`src/rtl/neokeon_pkg.sv`:
```
// Shared constants and FSM state type for the Neokeon rotation sequencer.
package neokeon_pkg;

  localparam int NK_WORD_W    = 32;
  localparam int NK_WORDS     = 4;
  localparam int NK_AMT_W     = 5;
  localparam int NK_BYTE_STEP = 8;

  typedef enum logic [1:0] {
    NK_IDLE,
    NK_ROT,
    NK_DONE
  } nk_state_e;

  typedef logic [NK_WORD_W-1:0] nk_word_t;
  typedef logic [NK_AMT_W-1:0]  nk_amt_t;

endpackage

```
`src/rtl/neokeon_rotl_sequencer_rotl1.sv`:
```
// Shared single-bit rotate-left unit: the one rotation datapath of the round.
module NeokeonROTL32by1fun
  import neokeon_pkg::*;
(
  input  logic [NK_WORD_W-1:0] in_word,
  output logic [NK_WORD_W-1:0] out_word
);

  assign out_word = {in_word[NK_WORD_W-2:0], in_word[NK_WORD_W-1]};

endmodule

```
`src/rtl/neokeon_rotl_sequencer.sv`:
```
// Multi-cycle word rotation sequencer built around one shared rotate-by-1 unit.
// Optional build macro NEOKEON_ROTL_BYTESTEP_EN adds a byte-rotate step for rem >= 8.
module neokeon_rotl_sequencer
  import neokeon_pkg::*;
(
  input  logic                          inClk,
  input  logic                          inRst,
  input  logic                          inValid,
  output logic                          outReady,
  input  logic [NK_WORDS*NK_WORD_W-1:0] inState,
  input  logic [NK_WORDS*NK_AMT_W-1:0]  inAmounts,
  output logic                          outValid,
  input  logic                          inReady,
  output logic [NK_WORDS*NK_WORD_W-1:0] outState,
  output logic                          outBusy
);

  nk_state_e state_q, state_d;
  nk_word_t  word_q [NK_WORDS];
  nk_word_t  word_d [NK_WORDS];
  nk_amt_t   rem_q  [NK_WORDS];
  nk_amt_t   rem_d  [NK_WORDS];
  logic      ready_q, ready_d;
  logic      valid_q, valid_d;
  logic      busy_q, busy_d;

  logic [1:0] sel;
  logic       any_rem;
  logic       rem_left;
  nk_word_t   sel_word;
  nk_word_t   rot1_word;

  // Lowest index with work remaining wins; zero-amount words are never visited.
  always_comb begin
    sel     = '0;
    any_rem = 1'b0;
    for (int i = NK_WORDS - 1; i >= 0; i--) begin
      if (rem_q[i] != '0) begin
        sel     = 2'(i);
        any_rem = 1'b1;
      end
    end
    sel_word = word_q[sel];
  end

  NeokeonROTL32by1fun u_rotl1 (
    .in_word  (sel_word),
    .out_word (rot1_word)
  );

`ifdef NEOKEON_ROTL_BYTESTEP_EN
  nk_word_t byte_word;
  assign byte_word = {sel_word[NK_WORD_W-NK_BYTE_STEP-1:0],
                      sel_word[NK_WORD_W-1:NK_WORD_W-NK_BYTE_STEP]};
`endif

  always_comb begin
    state_d  = state_q;
    word_d   = word_q;
    rem_d    = rem_q;
    rem_left = 1'b0;

    unique case (state_q)
      NK_IDLE: begin
        if (ready_q && inValid) begin
          for (int i = 0; i < NK_WORDS; i++) begin
            word_d[i] = inState[NK_WORD_W*i +: NK_WORD_W];
            rem_d[i]  = inAmounts[NK_AMT_W*i +: NK_AMT_W];
          end
          state_d = (inAmounts != '0) ? NK_ROT : NK_DONE;
        end
      end

      NK_ROT: begin
        if (any_rem) begin
`ifdef NEOKEON_ROTL_BYTESTEP_EN
          if (rem_q[sel] >= NK_AMT_W'(NK_BYTE_STEP)) begin
            word_d[sel] = byte_word;
            rem_d[sel]  = rem_q[sel] - NK_AMT_W'(NK_BYTE_STEP);
          end else begin
            word_d[sel] = rot1_word;
            rem_d[sel]  = rem_q[sel] - NK_AMT_W'(1);
          end
`else
          word_d[sel] = rot1_word;
          rem_d[sel]  = rem_q[sel] - NK_AMT_W'(1);
`endif
        end
        for (int i = 0; i < NK_WORDS; i++) begin
          if (rem_d[i] != '0) begin
            rem_left = 1'b1;
          end
        end
        if (!rem_left) begin
          state_d = NK_DONE;
        end
      end

      NK_DONE: begin
        if (inReady) begin
          state_d = NK_IDLE;
        end
      end

      default: state_d = NK_IDLE;
    endcase

    ready_d = (state_d == NK_IDLE);
    valid_d = (state_d == NK_DONE);
    busy_d  = (state_d != NK_IDLE);
  end

  // Handshake flags are registered from the next state so they track state_q exactly.
  always_ff @(posedge inClk or posedge inRst) begin
    if (inRst) begin
      state_q <= NK_IDLE;
      ready_q <= 1'b0;
      valid_q <= 1'b0;
      busy_q  <= 1'b0;
      for (int i = 0; i < NK_WORDS; i++) begin
        word_q[i] <= '0;
        rem_q[i]  <= '0;
      end
    end else begin
      state_q <= state_d;
      ready_q <= ready_d;
      valid_q <= valid_d;
      busy_q  <= busy_d;
      for (int i = 0; i < NK_WORDS; i++) begin
        word_q[i] <= word_d[i];
        rem_q[i]  <= rem_d[i];
      end
    end
  end

  always_comb begin
    outState = '0;
    for (int i = 0; i < NK_WORDS; i++) begin
      outState[NK_WORD_W*i +: NK_WORD_W] = word_q[i];
    end
  end

  assign outReady = ready_q;
  assign outValid = valid_q;
  assign outBusy  = busy_q;

endmodule

```
`config.mk`:
```
export PLATFORM = sky130hd
export DESIGN_NAME = neokeon_rotl_sequencer
export DESIGN_NICKNAME = d
export VERILOG_FILES = /design/src/rtl/neokeon_pkg.sv /design/src/rtl/neokeon_rotl_sequencer_rotl1.sv /design/src/rtl/neokeon_rotl_sequencer.sv
export SDC_FILE = /design/constraint.sdc
export NUM_CORES = 1
export LEC_CHECK = 0
export CAP_MARGIN = 15
export CORE_ASPECT_RATIO = 0.6
export CORE_MARGIN = 4
export CORE_UTILIZATION = 41
export CTS_BUF_LIST = sky130_fd_sc_hd__clkbuf_4 sky130_fd_sc_hd__clkbuf_8 sky130_fd_sc_hd__clkbuf_16
export DETAILED_ROUTE_END_ITERATION = 10
export GPL_ROUTABILITY_DRIVEN = 0
export PLACE_DENSITY = 0.89
export SLEW_MARGIN = 40
export SYNTH_ARGS = -nofsm -noshare
export SYNTH_HDL_FRONTEND = slang
export SYNTH_SLANG_ARGS = --single-unit
```
`constraint.sdc`:
```
create_clock -name inClk -period 4.4 [get_ports inClk]
set_clock_uncertainty 0.15 [all_clocks]
set_input_delay 0.44 -clock inClk [delete_from_list [all_inputs] [get_ports inClk]]
set_output_delay 0.44 -clock inClk [all_outputs]
set_load 0.005 [all_outputs]
```
==> results of run 1 <==
## sequential cells by signal, summed over array words and instances, names as in the netlist
signal / cells
state_q: 2
outValid: 1
outState: 128
rem_q: 20
outReady: 1
outBusy: 1
## cells in the mapped netlist (2+ instances only)
cell type / n / area share, %
sky130_fd_sc_hd__nand4_1: 4 / 0.31
sky130_fd_sc_hd__a21boi_1: 31 / 2.9
sky130_fd_sc_hd__nand3_1: 2 / 0.13
sky130_fd_sc_hd__a22o_1: 128 / 14
sky130_fd_sc_hd__a21oi_2: 2 / 0.22
sky130_fd_sc_hd__a21oi_1: 12 / 0.75
sky130_fd_sc_hd__o22ai_1: 10 / 0.78
sky130_fd_sc_hd__o21ai_0: 121 / 7.6
sky130_fd_sc_hd__o221ai_1: 3 / 0.33
sky130_fd_sc_hd__a222oi_1: 32 / 4.0
sky130_fd_sc_hd__dfrtp_1: 153 / 48
sky130_fd_sc_hd__nor4_1: 12 / 0.94
sky130_fd_sc_hd__o21ai_1: 26 / 1.6
sky130_fd_sc_hd__nor3_2: 3 / 0.38
sky130_fd_sc_hd__nor3_1: 5 / 0.31
sky130_fd_sc_hd__o21a_1: 2 / 0.19
sky130_fd_sc_hd__inv_1: 12 / 0.56
sky130_fd_sc_hd__buf_2: 21 / 1.3
sky130_fd_sc_hd__mux2i_1: 4 / 0.50
sky130_fd_sc_hd__nor2_1: 20 / 0.94
sky130_fd_sc_hd__a31oi_1: 9 / 0.70
sky130_fd_sc_hd__clkbuf_1: 50 / 2.3
sky130_fd_sc_hd__or3_1: 3 / 0.23
sky130_fd_sc_hd__nand2_1: 146 / 6.9
sky130_fd_sc_hd__a22oi_1: 8 / 0.75
## logic make-up after synthesis
kind of cell / Yosys count / share of synthesized area [%]
muxes: 4 / 0.5008
DFF: 153 / 47.89
buffers and inverters: 84 / 4.272
and+or+nand+nor: 205 / 11.35
AOI/OAI and AO/OA: 398 / 35.42
xor gates and xnor gates: 3 / 0.4226
adders and majority gates: 1 / 0.1565
## through the flow
step	worst slack, ns	power (mW)	cells	util (%)	hold WS, ns
CTS	0.7382	8.257	1386	62.56	0.2762
global route	0.3611	8.731	1386	62.58	0.3160
finish	0.5446	8.341	1386	62.58	0.2813
detailed placement	0.7488	6.597	1355	59.13	0.3700
global placement	0.9420	6.392	1347	58.36	0.3660
floorplan	1.350	4.401	848	-	0.3657
## per-layer routing
metal	track usage, %	share of wire (%)
met5	0	0
met4	9.775	2.7
met3	11.23	15
met2	43.61	42
met1	39.46	40
## worst max-delay path, cell delays in order, from the launching register on
cell and delay, ns:
sky130_fd_sc_hd__dfrtp_1 0.46, sky130_fd_sc_hd__nor3_2 0.46, sky130_fd_sc_hd__nand4_2 0.45, sky130_fd_sc_hd__o21ai_1 0.36, sky130_fd_sc_hd__inv_1 0.07, sky130_fd_sc_hd__ha_1 0.29
sky130_fd_sc_hd__inv_1 0.12, sky130_fd_sc_hd__o21ai_1 0.17, sky130_fd_sc_hd__nand4_1 0.17, sky130_fd_sc_hd__a2111oi_1 0.66, sky130_fd_sc_hd__a31oi_1 0.21, sky130_fd_sc_hd__o22ai_1 0.21
## where the power goes
| group | switching [mW] | leakage (nW) | internal (mW) | total (mW) |
|---|---|---|---|---|
| sequential | 0.712 | 1.89 | 2.04 | 2.75 |
| combinational | 1.83 | 2.57 | 2.10 | 3.94 |
| clock | 0.625 | 0.318 | 1.03 | 1.65 |
## path summary, 6_finish.rpt
path / start / end / slack, ns / cells after the start
min reg2reg: outState[61] / outState[61] / 0.39 / 1
min: inRst / outReady / 0.28 / 2
min in group inClk: outState[61] / outState[61] / 0.39 / 1
max reg2reg: rem_q[17] / outValid / 0.54 / 11
max in group asynchronous: inRst / outState[50] / 2.94 / 3
max: rem_q[17] / outValid / 0.54 / 11
## cell type report
type	count	area (sq um)
Tap cell	266	332.8
Fill cell	1517	7139
Timing Repair Buffer	312	3146
Clock buffer	18	439.2
Clock inverter	13	215.2
Multi-Input combinational cell	611	3926
Inverter	13	52.55
Sequential cell	153	3829
==> reports/summary.json, run 1 <==
{
  "outcome": {"value": "finished, final reports clean"},
  "die_area": {"value": 0.02187, "unit": "sq mm"},
  "yosys_warnings": {"value": 0},
  "clock_tree_from_tritoncts": {"value": "yes"},
  "worstHoldPathType": {"value": "input pin to async pin"},
  "worst-path-max-fanout": {"value": 10},
  "rsz0062_at_grt": {"value": "false"},
  "syn_avg_cell_area": {"value": 9.428, "unit": "sq um"},
  "final_hold_violation_count": {"value": 0},
  "fin_area": {"value": 0.01194, "unit": "sq mm"},
  "report.final.setup_viol": {"value": 0},
  "cts_hold_repair.buffers": {"value": 0},
  "grt_first_pass_wirelength": {"value": 50.40, "unit": "mm"},
  "fin_crit_sh": {"value": 87.62, "unit": "%"},
  "final_max_slew_viol_count": {"value": 0},
  "post_synth_edffs": {"value": 0},
  "maxCapViolCount": {"value": 0},
  "post-route-drc-count": {"value": 0},
  "i_o_pins": {"value": 283},
  "endpoint_kind": {"value": "flop"},
  "synthesis.instances": {"value": 848},
  "ys_dominant_reg_cell": {"value": "sky130_fd_sc_hd__dfrtp_1"},
  "tightest_pin_transition": {"value": 0.8225, "unit": "ns"},
  "initial_utilization": {"value": 41.90, "unit": "%"},
  "synthDistinctLibCells": {"value": 54},
  "max_freq": {"value": 259.4, "unit": "MHz"},
  "critPathLaunchType": {"value": "flop"},
  "cts_setup_buffers": {"value": 0},
  "async_flop_share": {"value": 100.0, "unit": "%"},
  "fp.dieW": {"value": 188.3, "unit": "um"},
  "criticalPathCategory": {"value": "flop to flop"},
  "postSynthNetCount": {"value": 1001},
  "synth_seq_area_share": {"value": 47.89, "unit": "%"},
  "detail_route.vias_per_cell": {"value": 6.392},
  "routedWlPerCell": {"value": 24.03, "unit": "um"},
  "mostFrequentLayoutCell": {"value": "sky130_fd_sc_hd__clkdlybuf4s50_1"},
  "totalWireLength": {"value": 33.30, "unit": "mm"},
  "largest_net_degree_at_the_start_of_global_routing": {"value": 84},
  "postCtsResizedCells": {"value": 0},
  "cts.htree.levels": {"value": 4},
  "critical_path_required": {"value": 4.58, "unit": "ns"},
  "place.detailed.hpwl": {"value": 23.74, "unit": "mm"},
  "finalSetupTns": {"value": 0, "unit": "ns"},
  "core_ar": {"value": 0.01908, "unit": "sq mm"},
  "dr.first_iter.drc_count": {"value": 1438},
  "clkSinkCount": {"value": 153},
  "maxSlewHeadroom": {"value": 44.96, "unit": "%"},
  "worst_ir_drop_vdd": {"value": 0.0003077, "unit": "V"},
  "power.static_leakage": {"value": 4.769, "unit": "nW"},
  "port_buffers": {"value": 282},
  "die-height": {"value": 116.2, "unit": "um"},
  "drive_gt1_share": {"value": 7.411, "unit": "%"},
  "antenna_cells_inserted": {"value": 0},
  "final_net_count": {"value": 1261},
  "instance_area_at_placement": {"value": 0.01128, "unit": "sq mm"},
  "clkSlewWorstSetupHoldPaths": {"value": 0.07, "unit": "ns"},
  "grt_pass1_vias": {"value": 8870},
  "antenna_found_initial": {"value": 0},
  "numCtsBuffers": {"value": 17},
  "drtPass1Iterations": {"value": 10},
  "drtAntennaViolNets": {"value": 0},
  "gr-usage-all-layers": {"value": 29.20, "unit": "%"},
  "register_bit_count_reported_by_yosys": {"value": 153},
  "globalRouteOverflowTotal": {"value": 0},
  "num_rows": {"value": 39},
  "clock_latency": {"value": 0.41, "unit": "ns"},
  "clock_path_buffers": {"value": 2},
  "syn_to_final_growth": {"value": 49.34, "unit": "%"},
  "root_buffer": {"value": "sky130_fd_sc_hd__clkbuf_16"},
  "synthesis.area": {"value": 0.007995, "unit": "sq mm"},
  "power.density": {"value": 698.6, "unit": "mW/mm^2"},
  "layout.cells.most_common_list": {"value": "sky130_fd_sc_hd__clkdlybuf4s50_1 (282), sky130_fd_sc_hd__dfrtp_1 (153), sky130_fd_sc_hd__nand2_1 (145)"},
  "vias": {"value": 8859},
  "worst-endpoint-arrival": {"value": 4.04, "unit": "ns"},
  "finalWorstPathRequiredPeriod": {"value": 3.855, "unit": "ns"}
}
Power figures use the tool's default switching activity.
==> run 2, diff against run 1 <==
CELL_PAD_IN_SITES_DETAIL_PLACEMENT = 0   (was not set)
CELL_PAD_IN_SITES_GLOBAL_PLACEMENT = 2   (was not set)
CORE_UTILIZATION = 24   (was 41)
==> reports/summary.json, run 2 (synthesized netlist as in run 1, its figures left out) <==
{
  "outcome": {"value": "finished, final reports clean", "change": "unchanged"},
  "largest_net_degree_at_the_start_of_global_routing": {"value": 154, "change": "was 84"},
  "largest_register_ff_count": {"value": 128, "change": "unchanged"},
  "layout.cells.most_common_list": {"value": "sky130_fd_sc_hd__clkdlybuf4s50_1 (282), sky130_fd_sc_hd__dfrtp_1 (153), sky130_fd_sc_hd__nand2_1 (143)", "change": "was sky130_fd_sc_hd__clkdlybuf4s50_1 (282), sky130_fd_sc_hd__dfrtp_1 (153), sky130_fd_sc_hd__nand2_1 (145)"},
  "tightest_pin_transition": {"value": 0.7768, "unit": "ns", "change": "was 0.8225 ns"},
  "fin_crit_sh": {"value": 84.90, "unit": "%", "change": "was 87.62%"},
  "max_freq": {"value": 267.7, "unit": "MHz", "change": "was 259.4 MHz"},
  "clkSinkCount": {"value": 153, "change": "unchanged"},
  "power.density": {"value": 678.0, "unit": "mW/mm^2", "change": "was 698.6 mW/mm^2"},
  "grt_pass1_vias": {"value": 8645, "change": "was 8,870"},
  "critical_path.startpoint": {"value": "rem_q[17]", "change": "unchanged"},
  "power.static_leakage": {"value": 4.719, "unit": "nW", "change": "was 4.769 nW"},
  "initial_utilization": {"value": 24.52, "unit": "%", "change": "was 41.90%"},
  "globalRouteOverflowTotal": {"value": 0, "change": "unchanged"},
  "filler_cell_count": {"value": 3339, "change": "was 1,517"},
  "worst_path_buf_inv": {"value": 2, "change": "unchanged"},
  "postCtsResizedCells": {"value": 0, "change": "unchanged"},
  "die-height": {"value": 149.4, "unit": "um", "change": "was 116.2 um"},
  "port_buffers": {"value": 282, "change": "unchanged"},
  "vias": {"value": 8495, "change": "was 8,859"},
  "die_area": {"value": 0.03639, "unit": "sq mm", "change": "was 0.02187 sq mm"},
  "finalSetupTns": {"value": 0, "unit": "ns", "change": "unchanged"},
  "ff2ff_setup_slack": {"value": 0.66, "unit": "ns", "change": "was 0.54 ns"},
  "worst_path_most_repeated_cell": {"value": "sky130_fd_sc_hd__inv_1"},
  "postLayoutCoreUtil": {"value": 37.02, "unit": "%", "change": "was 62.58%"},
  "worst-path-max-fanout": {"value": 8, "change": "was 10"},
  "post-route-drc-count": {"value": 0, "change": "unchanged"},
  "timing.critical_path.max_delay_family": {"value": "compound AO/OA/AOI/OAI gates", "change": "unchanged"},
  "drive_gt1_share": {"value": 7.596, "unit": "%", "change": "was 7.411%"},
  "worstHoldPathType": {"value": "input pin to async pin", "change": "unchanged"},
  "cts_hold_repair.buffers": {"value": 0, "change": "unchanged"},
  "dr.first_iter.drc_count": {"value": 916, "change": "was 1,438"},
  "root_buffer": {"value": "sky130_fd_sc_hd__clkbuf_16", "change": "unchanged"},
  "core_ar": {"value": 0.03261, "unit": "sq mm", "change": "was 0.01908 sq mm"},
  "clock_latency": {"value": 0.46, "unit": "ns", "change": "was 0.41 ns"},
  "gr-usage-all-layers": {"value": 20.51, "unit": "%", "change": "was 29.20%"},
  "drtPass1Iterations": {"value": 8, "change": "was 10"},
  "cts.htree.levels": {"value": 4, "change": "unchanged"},
  "finalWorstPathRequiredPeriod": {"value": 3.735, "unit": "ns", "change": "was 3.855 ns"},
  "detail_route.vias_per_cell": {"value": 5.411, "change": "was 6.392"},
  "final_max_slew_viol_count": {"value": 0, "change": "unchanged"},
  "antenna_found_initial": {"value": 2, "change": "was 0"},
  "syn_to_final_growth": {"value": 50.97, "unit": "%", "change": "was 49.34%"},
  "final_net_count": {"value": 1260, "change": "was 1,261"},
  "report.final.setup_viol": {"value": 0, "change": "unchanged"},
  "totalWireLength": {"value": 38.00, "unit": "mm", "change": "was 33.30 mm"},
  "criticalPathCategory": {"value": "flop to flop", "change": "unchanged"},
  "mostFrequentLayoutCell": {"value": "sky130_fd_sc_hd__clkdlybuf4s50_1", "change": "unchanged"},
  "clock_path_buffers": {"value": 2, "change": "unchanged"},
  "place.detailed.hpwl": {"value": 26.86, "unit": "mm", "change": "was 23.74 mm"},
  "multi_input_comb_area": {"value": 0.003944, "unit": "sq mm", "change": "was 0.003926 sq mm"},
  "maxSlewHeadroom": {"value": 48.21, "unit": "%", "change": "was 44.96%"},
  "cts_setup_buffers": {"value": 0, "change": "unchanged"},
  "seqCellArea": {"value": 0.003829, "unit": "sq mm", "change": "unchanged"},
  "drtAntennaViolNets": {"value": 0, "change": "unchanged"},
  "numCtsBuffers": {"value": 17, "change": "unchanged"},
  "post_layout_nonfiller_instances": {"value": 1570, "change": "was 1,386"},
  "routedWlPerCell": {"value": 24.21, "unit": "um", "change": "was 24.03 um"},
  "critical_path_required": {"value": 4.62, "unit": "ns", "change": "was 4.58 ns"},
  "worst_ir_drop_vdd": {"value": 0.0002886, "unit": "V", "change": "was 0.0003077 V"},
  "grt_first_pass_wirelength": {"value": 56.55, "unit": "mm", "change": "was 50.40 mm"},
  "num_rows": {"value": 51, "change": "was 39"},
  "timing.critical_path.cells": {"value": "nor3_2 -> nand2_1 -> o31ai_1 -> inv_1 -> ha_1 -> inv_1 -> o21ai_1 -> nand4_1 -> a2111oi_1 -> a31oi_1 -> o22ai_1", "change": "was nor3_2 -> nand4_2 -> o21ai_1 -> inv_1 -> ha_1 -> inv_1 -> o21ai_1 -> nand4_1 -> a2111oi_1 -> a31oi_1 -> o22ai_1"},
  "clkSlewWorstSetupHoldPaths": {"value": 0.07, "unit": "ns", "change": "about the same"},
  "crit-reg2reg-launch": {"value": "rem_q[17]", "change": "unchanged"},
  "final_hold_violation_count": {"value": 0, "change": "unchanged"},
  "cpPeakStageDelay": {"value": 0.57, "unit": "ns", "change": "was 0.66 ns"},
  "placedCellCount": {"value": 1536, "change": "was 1,355"},
  "clock_tree_from_tritoncts": {"value": "yes", "change": "unchanged"},
  "rsz0062_at_grt": {"value": "false", "change": "unchanged"},
  "maxCapViolCount": {"value": 0, "change": "unchanged"},
  "critPathLaunchType": {"value": "flop", "change": "unchanged"},
  "critical-path-slowest-cell": {"value": "sky130_fd_sc_hd__a2111oi_1", "change": "unchanged"},
  "endpoint_kind": {"value": "flop", "change": "unchanged"},
  "worst-endpoint-arrival": {"value": 3.95, "unit": "ns", "change": "was 4.04 ns"},
  "fp.dieW": {"value": 243.6, "unit": "um", "change": "was 188.3 um"},
  "i_o_pins": {"value": 283, "change": "unchanged"}
}
## run 2: path summary, 6_finish.rpt
| kind | end | depth (start not counted) |
|---|---|---|
| setup reg to reg | outValid | 11 |
| max in group asynchronous | outState[66] | 4 |
| hold reg to reg | outState[106] | 1 |
| setup / recovery | outValid | 11 |
| min in group inClk | outState[106] | 1 |
| hold / removal | outState[54] | 3 |
## run 2: area by class of cell
type / instances / area share (%)
Multi-Input combinational cell: 611 / 32.67
Sequential cell: 153 / 31.72
Timing Repair Buffer: 311 / 25.84
Tap cell: 450 / 4.665
Clock buffer: 20 / 3.815
Clock inverter: 11 / 0.8293
Inverter: 13 / 0.4354
Antenna cell: 1 / 0.02073
## run 2: power by group
group	switching [mW]	internal, mW	leakage, nW
Combinational	1.92	2.09	2.56
Clock	0.641	0.808	0.275
Sequential	0.685	2.04	1.89
Total	3.24	4.94	4.72
## run 2: worst min-delay path, cell delays in order
cell and delay [ns]:
sky130_fd_sc_hd__clkdlybuf4s50_1 0.44, sky130_fd_sc_hd__clkinvlp_4 0.10, sky130_fd_sc_hd__buf_12 0.29
## run 2: metal layers
layer,track usage (%),vias to the layer above,wire [um]
met2,30.03,477,16520
met5,0,-,12
met1,29.26,4226,17100
li1,-,3758,-
met3,6.700,32,3928
met4,5.130,2,448
## run 2: metrics by stage
step           worst slack [ns]  hold slack [ns]  power, mW  area, sq um
6_report                 0.6645           0.2732      8.184        12070
5_1_grt                  0.3101           0.2990      8.652        12070
4_1_cts                  0.6683           0.3859      8.173        12020
2_1_floorplan             1.350           0.3657      4.401         7999
3_5_place_dp             0.7102           0.3685      6.696        11460
3_3_place_gp             0.9542           0.3651      6.616        11390
